File: config.mk
export PLATFORM = sky130hd
export DESIGN_NAME = pipeline_mem_stage
export DESIGN_NICKNAME = d
export VERILOG_FILES = /design/src/rtl/cpu_pkg.sv /design/src/rtl/mem_wait_timer.sv /design/src/rtl/pipeline_mem_stage.sv
export SDC_FILE = /design/constraint.sdc
export NUM_CORES = 1
export LEC_CHECK = 0
export BUFFER_PORTS_ARGS = -buffer_cell sky130_fd_sc_hd__buf_4
export CORE_ASPECT_RATIO = 1.4
export CORE_MARGIN = 2
export CORE_UTILIZATION = 37
export CTS_BUF_LIST = sky130_fd_sc_hd__clkbuf_8
export CTS_CLUSTER_SIZE = 8
export DETAILED_ROUTE_END_ITERATION = 16
export SYNTH_ARGS = -nofsm -noshare
export SYNTH_HDL_FRONTEND = slang
export SYNTH_HIERARCHICAL = 1
export SYNTH_SLANG_ARGS = --single-unit
File: constraint.sdc
create_clock -name clk -period 4.64 [get_ports clk]
set_clock_uncertainty 0.1 [all_clocks]
set_input_delay 0 -clock clk [delete_from_list [all_inputs] [get_ports clk]]
set_output_delay 0 -clock clk [all_outputs]
set_load 0.02 [all_outputs]
File: src/rtl/cpu_pkg.sv
// Shared definitions for the 8-bit pipeline: datapath widths, the memory-stage
// state encoding and the write-back data-source encoding.
package cpu_pkg;

  localparam int DATA_W = 8;
  localparam int ADDR_W = 8;

  // Write-back data source: 1 selects data returned by the memory stage.
  localparam logic WB_SEL_MEM = 1'b1;

  typedef enum logic {
    IDLE   = 1'b0,
    ACCESS = 1'b1
  } mem_state_t;

endpackage

File: src/rtl/mem_wait_timer.sv
// Saturating wait counter for the memory access. It counts ACCESS cycles that
// pass without an acknowledge and flags when the limit has been reached.
module mem_wait_timer #(
  parameter int TIMEOUT = 15
) (
  input  logic clk,
  input  logic rst,
  input  logic clr,
  input  logic en,
  output logic expired
);

  localparam int W = $clog2(TIMEOUT + 1);
  localparam logic [W-1:0] LIMIT = W'(TIMEOUT);

  logic [W-1:0] count;

  // Count enabled cycles, holding at the limit; clear has priority.
  always_ff @(posedge clk or negedge rst) begin
    if (!rst) begin
      count <= '0;
    end else if (clr) begin
      count <= '0;
    end else if (en && (count != LIMIT)) begin
      count <= count + 1'b1;
    end
  end

  assign expired = (count == LIMIT);

endmodule

File: src/rtl/pipeline_mem_stage.sv
// Memory stage of the 8-bit pipeline. Non-memory ops pass through the MEM/WB
// register in one cycle; loads and stores are latched, issued on the dmem
// req/ack port and retired when the ack arrives (or abandoned on timeout),
// stalling upstream meanwhile.
//
// Handshake: dmem_req is high for every ACCESS cycle with addr/we/wdata held
// stable; the memory answers with a single-cycle dmem_ack (rdata valid with
// it). The access completes on the edge that samples dmem_ack high; an ack
// seen outside ACCESS is ignored.
module pipeline_mem_stage
  import cpu_pkg::*;
#(
  parameter int ADDR_W  = cpu_pkg::ADDR_W,
  parameter int DATA_W  = cpu_pkg::DATA_W,
  parameter int TIMEOUT = 15
) (
  input  logic              clk,
  input  logic              rst,
  input  logic [DATA_W-1:0] alu_in,
  input  logic [1:0]        ra_in,
  input  logic [ADDR_W-1:0] ea_in,
  input  logic              mem_wr_en_in,
  input  logic              mem_imm_sel_in,
  input  logic              wb_wb_sel_in,
  input  logic              wb_data_sel_in,
  input  logic              wb_reg_en_in,
  output logic              dmem_req,
  output logic              dmem_we,
  output logic [ADDR_W-1:0] dmem_addr,
  output logic [DATA_W-1:0] dmem_wdata,
  input  logic [DATA_W-1:0] dmem_rdata,
  input  logic              dmem_ack,
  output logic              stall,
  output logic [DATA_W-1:0] alu_out,
  output logic [DATA_W-1:0] mem_data_out,
  output logic [1:0]        ra_out,
  output logic              wb_wb_sel_out,
  output logic              wb_data_sel_out,
  output logic              wb_reg_en_out,
  output logic              mem_err,
  output mem_state_t        mem_state
);

  mem_state_t        state;
  logic              mem_op;
  logic              expired;
  logic              timer_en;
  logic              timer_clr;

  // Operation captured when entering ACCESS.
  logic [DATA_W-1:0] lat_alu;
  logic [1:0]        lat_ra;
  logic [ADDR_W-1:0] lat_addr;
  logic [DATA_W-1:0] lat_wdata;
  logic              lat_we;
  logic              lat_load;
  logic              lat_wb_sel;
  logic              lat_data_sel;
  logic              lat_reg_en;

  assign mem_op    = mem_wr_en_in | (wb_data_sel_in == WB_SEL_MEM);
  assign mem_state = state;

  assign dmem_req   = (state == ACCESS);
  assign dmem_we    = lat_we;
  assign dmem_addr  = lat_addr;
  assign dmem_wdata = lat_wdata;

  assign timer_en  = (state == ACCESS);
  assign timer_clr = (state != ACCESS) | dmem_ack | expired;

  mem_wait_timer #(
    .TIMEOUT (TIMEOUT)
  ) u_timer (
    .clk     (clk),
    .rst     (rst),
    .clr     (timer_clr),
    .en      (timer_en),
    .expired (expired)
  );

  // Stall upstream while a memory op is being accepted or is waiting; release
  // on the cycle it retires (ack or timeout) so upstream advances on that edge.
  always_comb begin
    stall = 1'b0;
    case (state)
      IDLE:    stall = mem_op;
      ACCESS:  stall = ~(dmem_ack | expired);
      default: stall = 1'b0;
    endcase
    if (!rst) stall = 1'b0;
  end

  // FSM plus MEM/WB register: every cycle that retires nothing emits a bubble.
  always_ff @(posedge clk or negedge rst) begin
    if (!rst) begin
      state           <= IDLE;
      mem_err         <= 1'b0;
      alu_out         <= '0;
      mem_data_out    <= '0;
      ra_out          <= '0;
      wb_wb_sel_out   <= 1'b0;
      wb_data_sel_out <= 1'b0;
      wb_reg_en_out   <= 1'b0;
      lat_alu         <= '0;
      lat_ra          <= '0;
      lat_addr        <= '0;
      lat_wdata       <= '0;
      lat_we          <= 1'b0;
      lat_load        <= 1'b0;
      lat_wb_sel      <= 1'b0;
      lat_data_sel    <= 1'b0;
      lat_reg_en      <= 1'b0;
    end else begin
      alu_out         <= '0;
      mem_data_out    <= '0;
      ra_out          <= '0;
      wb_wb_sel_out   <= 1'b0;
      wb_data_sel_out <= 1'b0;
      wb_reg_en_out   <= 1'b0;
      case (state)
        IDLE: begin
          if (mem_op) begin
            lat_alu      <= alu_in;
            lat_ra       <= ra_in;
            lat_addr     <= mem_imm_sel_in ? ea_in : ADDR_W'(alu_in);
            lat_wdata    <= mem_imm_sel_in ? alu_in : DATA_W'(ea_in);
            lat_we       <= mem_wr_en_in;
            lat_load     <= (wb_data_sel_in == WB_SEL_MEM) & ~mem_wr_en_in;
            lat_wb_sel   <= wb_wb_sel_in;
            lat_data_sel <= wb_data_sel_in;
            lat_reg_en   <= wb_reg_en_in;
            state        <= ACCESS;
          end else begin
            alu_out         <= alu_in;
            ra_out          <= ra_in;
            wb_wb_sel_out   <= wb_wb_sel_in;
            wb_data_sel_out <= wb_data_sel_in;
            wb_reg_en_out   <= wb_reg_en_in;
          end
        end
        ACCESS: begin
          if (dmem_ack) begin
            alu_out         <= lat_alu;
            ra_out          <= lat_ra;
            wb_wb_sel_out   <= lat_wb_sel;
            wb_data_sel_out <= lat_data_sel;
            wb_reg_en_out   <= lat_reg_en;
            mem_data_out    <= lat_load ? dmem_rdata : '0;
            state           <= IDLE;
          end else if (expired) begin
            mem_err <= 1'b1;
            state   <= IDLE;
          end
        end
        default: state <= IDLE;
      endcase
    end
  end

endmodule

# Word level (Yosys, flattened, before mapping)
# Cells that the tools add are included.
totals:
  reg_bits: 58
  input_bits: 34
  out_inout_bits: 42
  wordCells: 62
op_classes:
  addsub: 1
  n_eq_ne: 2
  n_mux: 28
  bitwise_logic: 9
  n_reduce_logical: 4
op_table:
  columns: ["operator", "n"]
  rows:
  - ["$mux 8", 7]
  - ["$pmux 8 s2", 1]
  - ["$mux 1", 10]
  - ["$pmux 1 s2", 5]
  - ["$mux 4", 2]
  - ["$add 4x1->4 const B", 1]
  - ["$eq 4x4->1 const B", 1]
  - ["$mux 2", 2]
  - ["$ne 4x4->1 const B", 1]
  - ["$not 1->1", 4]
  - ["$or 1x1->1", 4]
  - ["$pmux 2 s2", 1]
  - ["$reduce_and 3->1", 1]
  - ["$reduce_and 2->1", 1]
  - ["$reduce_bool 2->1", 1]
  - ["$and 1x1->1", 1]
  - ["$logic_and 1x1->1", 1]

# Logic depth before layout (Yosys ltp)
depth:
  word_depth: 5
  depth_mapped: 5
  ltp_nobuf: 5

# Cells and area by module
# The synthesis kept the hierarchy.
by_module_without_submodules:
  columns: ["mod", "n_inst", "cells_per_inst", "area_per_inst_um2", "seq_area_each_um2"]
  rows:
  - ["pipeline_mem_stage", 1, 143, 2220.9, 1351.3]
  - ["mem_wait_timer", 1, 20, 229.0, 100.1]

# Worst setup path before layout
# Ideal clock, no wire load.
synth_timing:
  path_type: "reg2out"
  startpoint: "register u_timer.count[0]"
  endpoint: "output port stall"
  arrival_ns: 1.728
  required_time_ns: 4.540
  slack_ns: 2.812
  stages_incl_launch_ff: 5
  n_path_buf: 0
  cell_sequence: "dfrtp_1 -> ha_1 -> and3_4 -> or3b_1 -> a21boi_0"
synth_between:
  elab_chain_cells: 5
synth_lines:
  columns: ["element", "line_no", "source"]
  rows:
  - ["start, declared", "mem_wait_timer.sv:16", "logic [W-1:0] count;"]
  - ["start signal, assigned", "mem_wait_timer.sv:25", "count <= count + 1'b1;"]
  - ["$eq 4x4->1", "mem_wait_timer.sv:29", "assign expired = (count == LIMIT);"]
  - ["via expired", "pipeline_mem_stage.sv:46", "logic expired;"]
  - ["$or 1x1->1", "pipeline_mem_stage.sv:88", "ACCESS: stall = ~(dmem_ack | expired);"]
  - ["$not 1->1", "pipeline_mem_stage.sv:88", null]
  - ["$pmux 1 s2", "pipeline_mem_stage.sv:86", "case (state)"]
  - ["$mux 1", "pipeline_mem_stage.sv:91", "if (!rst) stall = 1'b0;"]
  - ["end, declared", "pipeline_mem_stage.sv:33", "output logic stall,"]
# The timed path passes the listed nets, and every way through them passes these cells.

# Final worst setup path
# Ends and elaborated chain as after synthesis.

==> results.cfg <==
[power]
irDropWorstVdd_v = 0.0003043
totalPowerFinal_w = 0.001825
power_density_mw_per_mm2 = 505.9
p_leak_nw = 1.774

[place]
gp_congestion = 0.6865
hpwl_um = 3178
port_buffers = 75

[synth]
synth-warning-count = 6
synth_seq_cells = 58
synth_area_mm2 = 0.002450
yosys.area.top_type = dfrtp_1
seq_area_frac_synth_pct = 59.24
synth.top_cell.area_share_pct = 59.24
syn_nets = 198
syn_inst = 163
syn_avg_cell_area_um2 = 15.03
yosysUniqueCellTypes = 31
synthTopCellsByArea = dfrtp_1 (59%), mux2_2 (16%), mux2_4 (6.7%)

[setup_path]
required_ns = 4.54
critPathSlowestCell = or3b_1
reg2reg_depth = 5
crit_path_max_incr_delay_ns = 0.47
crit_fanout = 8
end_kind = output port
crit_type = reg -> out
worst-path-buf-inv = 1
path_cells = ha_1, and3_4, or3b_1, a21boi_0, buf_4
worst_ep_arrival_time_ns = 1.97
crit_cells = 5
crit_family = simple AND/OR/NAND/NOR gates
crit_path_start_kind = flip-flop

[clocking]
tritoncts = built
clockBufferDepth = 2
post_cts_buffers = 0
cts.htree.levels = 3
numCtsBuffers = 9
clk_pin_slew_ns = 0.07
ctsRootBufferMaster = clkbuf_8
clkSinkCount = 58
clock_latency_ns = 0.32

[timing]
tns_ns = 0
clock.fmax_ghz = 0.4842
setup_viol = 0
drv_slew = 0
period_minus_slack_ns = 2.065
maxSlewHeadroom_pct = 34.60
rsz0062_at_grt = no
tightest_slew_ns = 0.9757
period_share_pct = 44.51
hold_viol = 0

[global_route]
grt_max_degree = 60
grt_pass1_wl_um = 8487
grt_pass1_vias = 1763
antenna_found_initial = 0
grt_overflow_total = 0
grt_use_total_pct = 15.43

[die]
die_area_mm2 = 0.007297
die_y_um = 100.3
pin_count = 76
fp.coreArea_mm2 = 0.006481
row_count = 35
die_x_um = 72.77
start_util_pct = 37.80

[job]
maxCapViolCount = 0

[drt]
vias = 1696
post_drt_wl_per_cell_um = 14.55
detail-route-antenna-nets = 0
drtPass1Iterations = 6
vias_per_cell = 4.832
drt_iter0_markers = 91
remaining_drc_errors = 0
postRouteWirelength_um = 5107

[hold_path]
hold_depth = 3
hold_class = in -> reg

[final_layout]
nets = 307
diodes = 0
syn_to_final_growth_pct = 47.29
drive_above_1_share_pct = 50.90

[run_status]
status = finished, final reports clean
what timing repair did:
| item | CTS | global route |
|---|---|---|
| hold buffers | 32 | 0 |
| hold endpoints to repair | 111 | 0 |
| resized for setup | 0 | 0 |
sequential cells by signal, summed over array words and instances, names as in the netlist, 2 cells and up:
name and cells:
u_timer/count 4, lat_alu 8, alu_out 8, dmem_wdata 8, mem_data_out 8, dmem_addr 8, ra_out 2, lat_ra 2
per-stage QoR:
| stage | area [um^2] | hold WS (ns) | setup WS (ns) | utilization, % | instances |
|---|---|---|---|---|---|
| 4_1_cts | 3608 | 0.1323 | 2.552 | 55.68 | 351 |
| 3_3_place_gp | 3035 | 0.02718 | 2.912 | 46.83 | 303 |
| 2_1_floorplan | 2450 | -0.3956 | 2.812 | - | 163 |
| 5_1_grt | 3608 | 0.1504 | 2.498 | 55.68 | 351 |
| 3_5_place_dp | 3035 | 0.02191 | 2.868 | 46.83 | 303 |
| 6_report | 3608 | 0.1492 | 2.575 | 55.68 | 351 |
cell usage after synthesis:
cell type,number
dfrtp_1,58
mux2_2,34
a22o_1,12
mux2_4,11
and3_1,9
buf_6,4
a21oi_1,3
inv_1,3
nand2b_1,3
buf_2,2
nor2b_1,2
nor3_1,2
o21ai_0,2
a21boi_0,1
a21o_1,1
a31o_2,1
and2_1,1
and3_4,1
and4b_2,1
buf_12,1
buf_4,1
clkbuf_1,1
ha_1,1
mux2i_1,1
nand2_1,1
nand4_1,1
nor2_1,1
nor2b_4,1
o21bai_1,1
or2_0,1
or3b_1,1
tightest hold or removal path, stage by stage:
cell    delay (ns)
buf_4         0.20
mux2_4        0.22
mux2_2        0.12
layout make-up:
class,count,area (um^2)
Fill cell,557,2873
Inverter,3,11.26
Clock buffer,11,151.4
Sequential cell,58,1451
Multi-Input combinational cell,93,917.1
Timing Repair Buffer,107,883.3
Tap cell,74,92.59
Clock inverter,5,101.3
kinds of logic after synthesis:
kind of cell               synth area share (%)
AOI/OAI and AO/OA                         6.589
adders and majority gates                0.5106
DFF                                       59.24
muxes                                     22.78
and+or+nand+nor                           6.895
buffers and inverters                     3.984
per-layer routing:
metal | track usage, % | vias to the layer above | routed length (um)
met4 | 6.838 | 0 | 67
li1 | - | 802 | -
met2 | 24.27 | 52 | 2606
met3 | 5.422 | 7 | 298
met1 | 18.99 | 835 | 2135
met5 | 0 | - | 0
report_power, final:
group          internal (W)  switching, W
Combinational      0.000283      0.000255
Sequential         0.000637     0.0000722
Clock              0.000384      0.000193
Total               0.00130      0.000521
cell usage in the layout, fill, tap and decap left out, drive strengths merged, types with 2 or more instances in the layout:
cell / instances
dfrtp: 58
dlygate4sd3: 32
o21ai: 2
nor2b: 3
mux2: 45
nor3: 2
buf: 75
bufinv: 3
inv: 4
and3: 10
nand2b: 3
a21oi: 3
clkbuf: 11
a22o: 12
final timing paths:
| check | slack [ns] | endpoint | start |
|---|---|---|---|
| max in group asynchronous | 3.77 | lat_alu[5] | rst |
| min reg2reg | 0.37 | mem_err | mem_err |
| max reg2reg | 2.85 | u_timer/count[1] | u_timer/count[0] |
| max | 2.57 | stall | u_timer/count[0] |
| min in group asynchronous | 0.19 | dmem_wdata[7] | rst |
| min | 0.15 | dmem_addr[1] | mem_imm_sel_in |
No activity file was read; power rests on OpenSTA's default activity.
